[config.mk]
export PLATFORM = sky130hd
export DESIGN_NAME = p2s_tx
export DESIGN_NICKNAME = d
export VERILOG_FILES = /design/src/rtl/p2s_tx.sv
export SDC_FILE = /design/constraint.sdc
export NUM_CORES = 1
export LEC_CHECK = 0
export ABC_AREA = 1
export CAP_MARGIN = 25
export CORE_MARGIN = 10
export CORE_UTILIZATION = 35
export DETAILED_ROUTE_END_ITERATION = 8
export GPL_ROUTABILITY_DRIVEN = 0
export GPL_TIMING_DRIVEN = 0
export MAX_ROUTING_LAYER = met4
export PLACE_DENSITY = 0.56
export SETUP_SLACK_MARGIN = 0.02
export SYNTH_ARGS = -nofsm -noshare
export SYNTH_HDL_FRONTEND = slang
export SYNTH_SLANG_ARGS = --single-unit
[constraint.sdc]
create_clock -name clk_i -period 2.8 [get_ports clk_i]
set_input_delay 0.42 -clock clk_i [delete_from_list [all_inputs] [get_ports clk_i]]
set_output_delay 0.42 -clock clk_i [all_outputs]
set_load 0.01 [all_outputs]
[src/rtl/p2s_tx.sv]
// Parallel-to-serial frame transmitter: a one-entry holding buffer feeds a shift
// register that emits one bit per clock with frame markers and optional idle gaps.
module p2s_tx #(
  parameter int unsigned WIDTH     = 40,
  parameter bit          MSB_FIRST = 1'b1,
  parameter int unsigned GAP       = 1
) (
  input  logic             clk_i,
  input  logic             rst_ni,
  input  logic             din_vld_i,
  input  logic [WIDTH-1:0] din_i,
  output logic             din_rdy_o,
  output logic             dout_o,
  output logic             dout_vld_o,
  output logic             frame_start_o,
  output logic             frame_last_o,
  output logic             busy_o
);

  localparam int unsigned    BCW       = (WIDTH > 1) ? $clog2(WIDTH) : 1;
  localparam int unsigned    GCW       = 4;
  localparam logic [BCW-1:0] BCNT_LAST = BCW'(WIDTH - 1);
  localparam logic [GCW-1:0] GCNT_LAST = (GAP > 0) ? GCW'(GAP - 1) : '0;

  typedef enum logic [1:0] {
    ST_IDLE,
    ST_SHIFT,
    ST_GAP
  } state_e;

  state_e             state_q, state_d;
  logic [WIDTH-1:0]   buf_q, buf_d;
  logic               buf_full_q, buf_full_d;
  logic [WIDTH-1:0]   sr_q, sr_d;
  logic [BCW-1:0]     bcnt_q, bcnt_d;
  logic [GCW-1:0]     gcnt_q, gcnt_d;
  logic               dout_q, dout_d;
  logic               dout_vld_q, dout_vld_d;
  logic               frame_start_q, frame_start_d;
  logic               frame_last_q, frame_last_d;

  logic               accept;
  logic               load;
  logic [WIDTH-1:0]   sr_shift;
  logic               out_bit;

  assign accept = din_vld_i && !buf_full_q;

  // Bit order only changes which end of the shifter feeds the line.
  if (MSB_FIRST) begin : g_msb_first
    assign sr_shift = {sr_q[WIDTH-2:0], 1'b0};
    assign out_bit  = sr_d[WIDTH-1];
  end else begin : g_lsb_first
    assign sr_shift = {1'b0, sr_q[WIDTH-1:1]};
    assign out_bit  = sr_d[0];
  end

  always_comb begin
    state_d    = state_q;
    buf_d      = buf_q;
    buf_full_d = buf_full_q;
    sr_d       = sr_q;
    bcnt_d     = bcnt_q;
    gcnt_d     = gcnt_q;
    load       = 1'b0;

    if (accept) begin
      buf_d      = din_i;
      buf_full_d = 1'b1;
    end

    unique case (state_q)
      ST_IDLE: begin
        if (buf_full_q) begin
          load = 1'b1;
        end
      end
      ST_SHIFT: begin
        sr_d   = sr_shift;
        bcnt_d = bcnt_q + 1'b1;
        if (bcnt_q == BCNT_LAST) begin
          bcnt_d = '0;
          if (GAP > 0) begin
            state_d = ST_GAP;
            gcnt_d  = '0;
          end else if (buf_full_q) begin
            load = 1'b1;
          end else begin
            state_d = ST_IDLE;
          end
        end
      end
      ST_GAP: begin
        gcnt_d = gcnt_q + 1'b1;
        if (gcnt_q == GCNT_LAST) begin
          gcnt_d = '0;
          if (buf_full_q) begin
            load = 1'b1;
          end else begin
            state_d = ST_IDLE;
          end
        end
      end
      default: begin
        state_d = ST_IDLE;
      end
    endcase

    // Load never coincides with accept: accept needs an empty buffer, load a full one.
    if (load) begin
      sr_d       = buf_q;
      buf_full_d = 1'b0;
      bcnt_d     = '0;
      state_d    = ST_SHIFT;
    end
  end

  always_comb begin
    dout_vld_d    = (state_d == ST_SHIFT);
    frame_start_d = dout_vld_d && (bcnt_d == '0);
    frame_last_d  = dout_vld_d && (bcnt_d == BCNT_LAST);
    dout_d        = dout_vld_d && out_bit;
  end

  always_ff @(posedge clk_i or negedge rst_ni) begin
    if (!rst_ni) begin
      state_q       <= ST_IDLE;
      buf_q         <= '0;
      buf_full_q    <= 1'b0;
      sr_q          <= '0;
      bcnt_q        <= '0;
      gcnt_q        <= '0;
      dout_q        <= 1'b0;
      dout_vld_q    <= 1'b0;
      frame_start_q <= 1'b0;
      frame_last_q  <= 1'b0;
    end else begin
      state_q       <= state_d;
      buf_q         <= buf_d;
      buf_full_q    <= buf_full_d;
      sr_q          <= sr_d;
      bcnt_q        <= bcnt_d;
      gcnt_q        <= gcnt_d;
      dout_q        <= dout_d;
      dout_vld_q    <= dout_vld_d;
      frame_start_q <= frame_start_d;
      frame_last_q  <= frame_last_d;
    end
  end

  assign din_rdy_o     = ~buf_full_q;
  assign dout_o        = dout_q;
  assign dout_vld_o    = dout_vld_q;
  assign frame_start_o = frame_start_q;
  assign frame_last_o  = frame_last_q;
  assign busy_o        = (state_q != ST_IDLE) || buf_full_q;

endmodule
-- Word-level counts from Yosys, hierarchy flattened
Cells that the tools add are included.
- $add $sub $neg: 2
- eq/ne operators: 6
- multiplexer cells: 18
- bitwise logic cells: 1
- reduce and logical (&&, ||, !) cells: 14
- operator list (operator ; count):
    $mux W40 ; 2
    $mux W6 ; 3
    $eq A6 B6 Y1 const B ; 2
    $mux W2 ; 4
    $mux W4 ; 2
    $pmux W4 S2 ; 1
    $reduce_bool A2 Y1 ; 4
    $add A6 B1 Y6 const B ; 1
    $logic_not A6 Y1 ; 1
    $pmux W2 S3 ; 1
    $add A4 B1 Y4 const B ; 1
    $eq A2 B1 Y1 const B ; 2
    $logic_and A1 B1 Y1 ; 4
    $logic_not A4 Y1 ; 1
    $mux W1 ; 4
    $eq A2 B2 Y1 const B ; 1
    $logic_not A2 Y1 ; 1
    $ne A2 B2 Y1 const B ; 1
    $pmux W1 S2 ; 1
    $reduce_and A2 Y1 ; 1
    $logic_not A1 Y1 ; 1
    $logic_or A1 B1 Y1 ; 1
    $not A1 Y1 ; 1
- register bits: 97
- input port bits: 43
- word-level logic and storage cells: 52

-- Longest topological paths before layout
- depth in word-level cells: 6
- depth in mapped cells: 11
- depth with buffers taken out: 10

-- Worst setup path after synthesis
Ideal clock, no wire load.
- kind: reg2reg
- start: register gcnt_q[0]
- end: register sr_q[22]
- library setup time: 0.129 ns
- data arrival time: 1.280 ns
- data required time: 2.671 ns
- path slack: 1.391 ns
- stages on the path, launching flop included: 10
- cell sequence: dfrtp_1 -> inv_1 -> ha_1 -> nand3_2 -> nand2_2 -> nand2_4 -> nand2_2 -> buf_6 -> buf_6 -> o221ai_2
- cells in the longest elaborated chain, start to end: 4
- RTL lines (item ; RTL line ; source):
    start, declared ; 36 ; logic [GCW-1:0] gcnt_q, gcnt_d;
    start signal, assigned ; 143 ; gcnt_q <= gcnt_d;
    $logic_not A4 Y1 * ; 95 ; if (gcnt_q == GCNT_LAST) begin
    $mux W1 * ; 95 ;
    $pmux W1 S2 * ; 72 ; unique case (state_q)
    $mux W40 or $reduce_bool A2 Y1 (tied branches) ; -- ;
    end signal, assigned ; 141 ; sr_q <= sr_d;
    end, declared ; 34 ; logic [WIDTH-1:0] sr_q, sr_d;
Every way passes the cells marked *; elsewhere a longest branch is shown, timed or not.
A chain may end at the register's enable or synchronous reset.

-- Final worst setup path
- start: register state_q[1]
- end: output busy_o
- cells in the longest elaborated chain, start to end: 2
- RTL lines (item ; RTL line ; source):
    start, declared ; 31 ; state_e state_q, state_d;
    start signal, assigned ; 138 ; state_q <= state_d;
    $reduce_bool A2 Y1 ; 156 ; assign busy_o = (state_q != ST_IDLE) || buf_full_q;
    $logic_or A1 B1 Y1 ; 156 ;
    end, declared ; 17 ; output logic busy_o
No other way between the ends.

==> qor.csv <==
stage;metric;value;unit
clocking;H-tree depth;3;
sta;setup violators final;0;
final_layout;Final Cell Area;5240;um^2
critical_path;crit path max fanout;7;
route;met1 wire length;3.85;mm
route;1st-iter DRT viols;225;
route;DRT Pass-1 Iters;4;
sta;worst slew pin tran;0.582;ns
critical_path;CP top delay family;buffers and inverters;
job;max-cap violations;0;
sta;period utilization;69.8;%
die;Die Wd;130;um
global_routing;Tot GR Track Use;10.5;%
critical_path;critical-path cell list;inv_2 -> nand3_1 -> clkdlybuf4s50_1;
sta;pins over their slew limit;0;
critical_path;crit path launch;state_q[1]$_DFF_PN0_;
min_path;HP Class;in2async;
placement;Port Buffers;48;
route;top sig layer;met4;
critical_path;worst path required time;2.38;ns
die;core area;11900;um^2
synthesis;post-synth top area cell;dfrtp_1;
critical_path;crit start category;register;
sta;final hold slack;0.0863;ns
route;via count;2772;
synthesis;mux contribution to synthesized area;10.7;%
global_routing;first-pass GRT wire length;13.8;mm
power;Pint;3610;uW
final_layout;fill count;1149;
final_layout;area occupied by multi-input gates;1450;um^2
global_routing;total grt overflow;0;
die;I/O Pins;49;
critical_path;slowest stage delay, CP;0.54;ns
sta;max frequency;512;MHz
synthesis;sequential-to-total area share from yosys stat;57.4;%
global_routing;vias in the first global route;2901;
critical_path;critical path arrival;1.53;ns
final_layout;layout cells sized above 1;22.4;%
route;DR WL met3;303;um
final_layout;Layout area overhead;23.8;%
clocking;post_cts resized;0;
sta;clock skew;0.00851;ns
clocking;# clock sinks;97;
route;final wirelength;8.00;mm
power;Power Density;988;nW/um^2
clocking;Clk pin slew, worst setup/hold paths;0.07;ns
clocking;CTS Buf Count;9;
clocking;clock buffer depth;2;
final_layout;final design utilization;43.9;%
sta;Slew HR;61.2;%
status;status;complete, no violations;
sta;final hold vios;0;
power;Worst IR Drop VDD;0.000458;V
synthesis;Yosys cell types;28;
clocking;post-CTS setup buffer count;0;
critical_path;Buffers & Inverters on Critical Path;2;
synthesis;Synth top cells by count;dfrtp_1 (97), nand2_1 (70), inv_1 (56);
synthesis;EDFF count, synth;0;
route;ANT nets after route;0;
power;sw power;1570;uW
synthesis;Post-Syn Instances;377;
route;Post-route DRC;0;
power;Sw Share;30.3;%
synthesis;combinational family with the most area after synthesis;simple AND/OR/NAND/NOR gates;
die;num rows;40;
final_layout;Final #Nets;483;
global_routing;largest net degree at the start of global routing;54;
synthesis;Synth Area in Compound Gates;11.0;%
power;register share of total power;43.9;%
synthesis;synth warn;0;
synthesis;Post-Synth Adder-Cell Area;0.888;%
synthesis;Mapped Area;4230;um^2
synthesis;most frequent cell after synthesis;dfrtp_1;
synthesis;Mapped Nets;423;
clocking;Hold Buf Count CTS;0;
critical_path;WS Path Type;reg2out;
placement;final HPWL from detailed placement;5.76;mm
global_routing;initial antenna violation count;0;
die;Initial Utilization;35.5;%
synthesis;Simple-Gate Fraction of Synth Area;11.3;%
power;Gate power share;30.7;%
clocking;clock root buffer;clkbuf_16;
power;P_leak;0.00237;uW
synthesis;Yosys reg bits;97;
synthesis;asr flop ratio synth;100;%
synthesis;Synth Area in XOR/XNOR;0.414;%
sta;RSZ-0062 raised after global routing;no;
critical_path;flop-to-flop setup slack;1.20;ns
placement;instance area at placement;4920;um^2
clocking;CTS tree;built;
synthesis;share of Yosys cell area claimed by the top area cell type;57.4;%
sta;fin crit period;1.95;ns
final_layout;Sequential Area;2430;um^2
critical_path;critical path's slowest cell;clkdlybuf4s50_1;
clocking;Worst-Skew Late Latency;0.34;ns
synthesis;Synth Area per Inst;11.2;um^2
synthesis;most used flip-flop cell after synthesis;dfrtp_1;
power;power consumption;5170;uW
die;Die Y;130;um
placement;Setup WS pre-CTS;0.975;ns
power;clock group share of total power;25.4;%
critical_path;CP Capture Type;primary output;
die;overall die area;16900;um^2
sta;post-route setup slack;0.845;ns
route;wire per inst;13.6;um
route;met2 wire len;3.71;mm
route;vias per cell;4.71;
synthesis;synth top area cells;dfrtp_1 (57%), mux2_2 (9.9%), nand2_1 (6.2%);
critical_path;R2R Path Start;gcnt_q[0]$_DFFE_PN0P_;
final_layout;ant diodes;0;
## worst paths after layout
kind / endpoint / cells past startpoint
max in group asynchronous: sr_q[9]$_DFFE_PN0P_ / 2
setup reg to reg: dout_o$_DFF_PN0_ / 8
hold reg to reg: sr_q[13]$_DFFE_PN0P_ / 2
hold / removal: sr_q[36]$_DFFE_PN0P_ / 1
min in group clk_i: sr_q[13]$_DFFE_PN0P_ / 2
setup / recovery: busy_o / 3
## final cells by class
cell class | instances | area share [%]
Buffer | 18 | 2.34
Clock buffer | 10 | 4.37
Clock inverter | 6 | 1.67
Inverter | 61 | 4.37
Multi-Input combinational cell | 201 | 27.7
Sequential cell | 97 | 46.4
Tap cell | 147 | 3.51
Timing Repair Buffer | 49 | 9.66
## kinds of logic after synthesis
logic type,count (synthesis)
mux,40
buf+inv,79
flops,97
xor+xnor,2
simple gates,104
fa+ha+maj,3
compound gates,52
## power groups by stage
stage / Combinational (uW) / Sequential, uW / Clock (uW)
global placement: 1570 / 2300 / 0
floorplan: 1240 / 2230 / 0
finish: 1590 / 2270 / 1310
CTS: 1620 / 2280 / 1350
detailed placement: 1610 / 2310 / 0
global route: 1800 / 2350 / 1420
## cell usage in the layout, fill, tap and decap left out, types with 10 or more instances in the layout
master,count
dfrtp_1,97
nand2_1,70
inv_1,56
clkdlybuf4s50_1,47
mux2_2,37
o221ai_1,29
nand3_1,11
buf_2,11
o21ai_0,10
## metrics by stage
stage	cells	TNS, ns
2_1_floorplan	377	0
3_3_place_gp	572	-229.01
3_5_place_dp	573	0
4_1_cts	589	0
5_1_grt	589	0
6_report	589	0
## registers in the layout, indices dropped and copies added (netlist names)
name,cells
bcnt_q,6
sr_q,40
frame_start_o,1
dout_o,1
buf_full_q,1
frame_last_o,1
gcnt_q,4
state_q,2
buf_q,40
dout_vld_o,1
## routing by layer
metal	up-vias	GRT usage [%]
met1	1323	13.0
li1	1389	-
met3	13	2.88
met4	0	3.97
met2	47	16.0
met5	-	-
## worst reg2reg max path: cells and delay by family (launching register included)
kind	cells	cell delay, ns
buffers and inverters	2	0.24
adders and majority gates	1	0.16
DFF	1	0.40
and+or+nand+nor	3	0.29
AOI/OAI and AO/OA	2	0.38
Note: power is estimated with default switching activity, not from simulation.
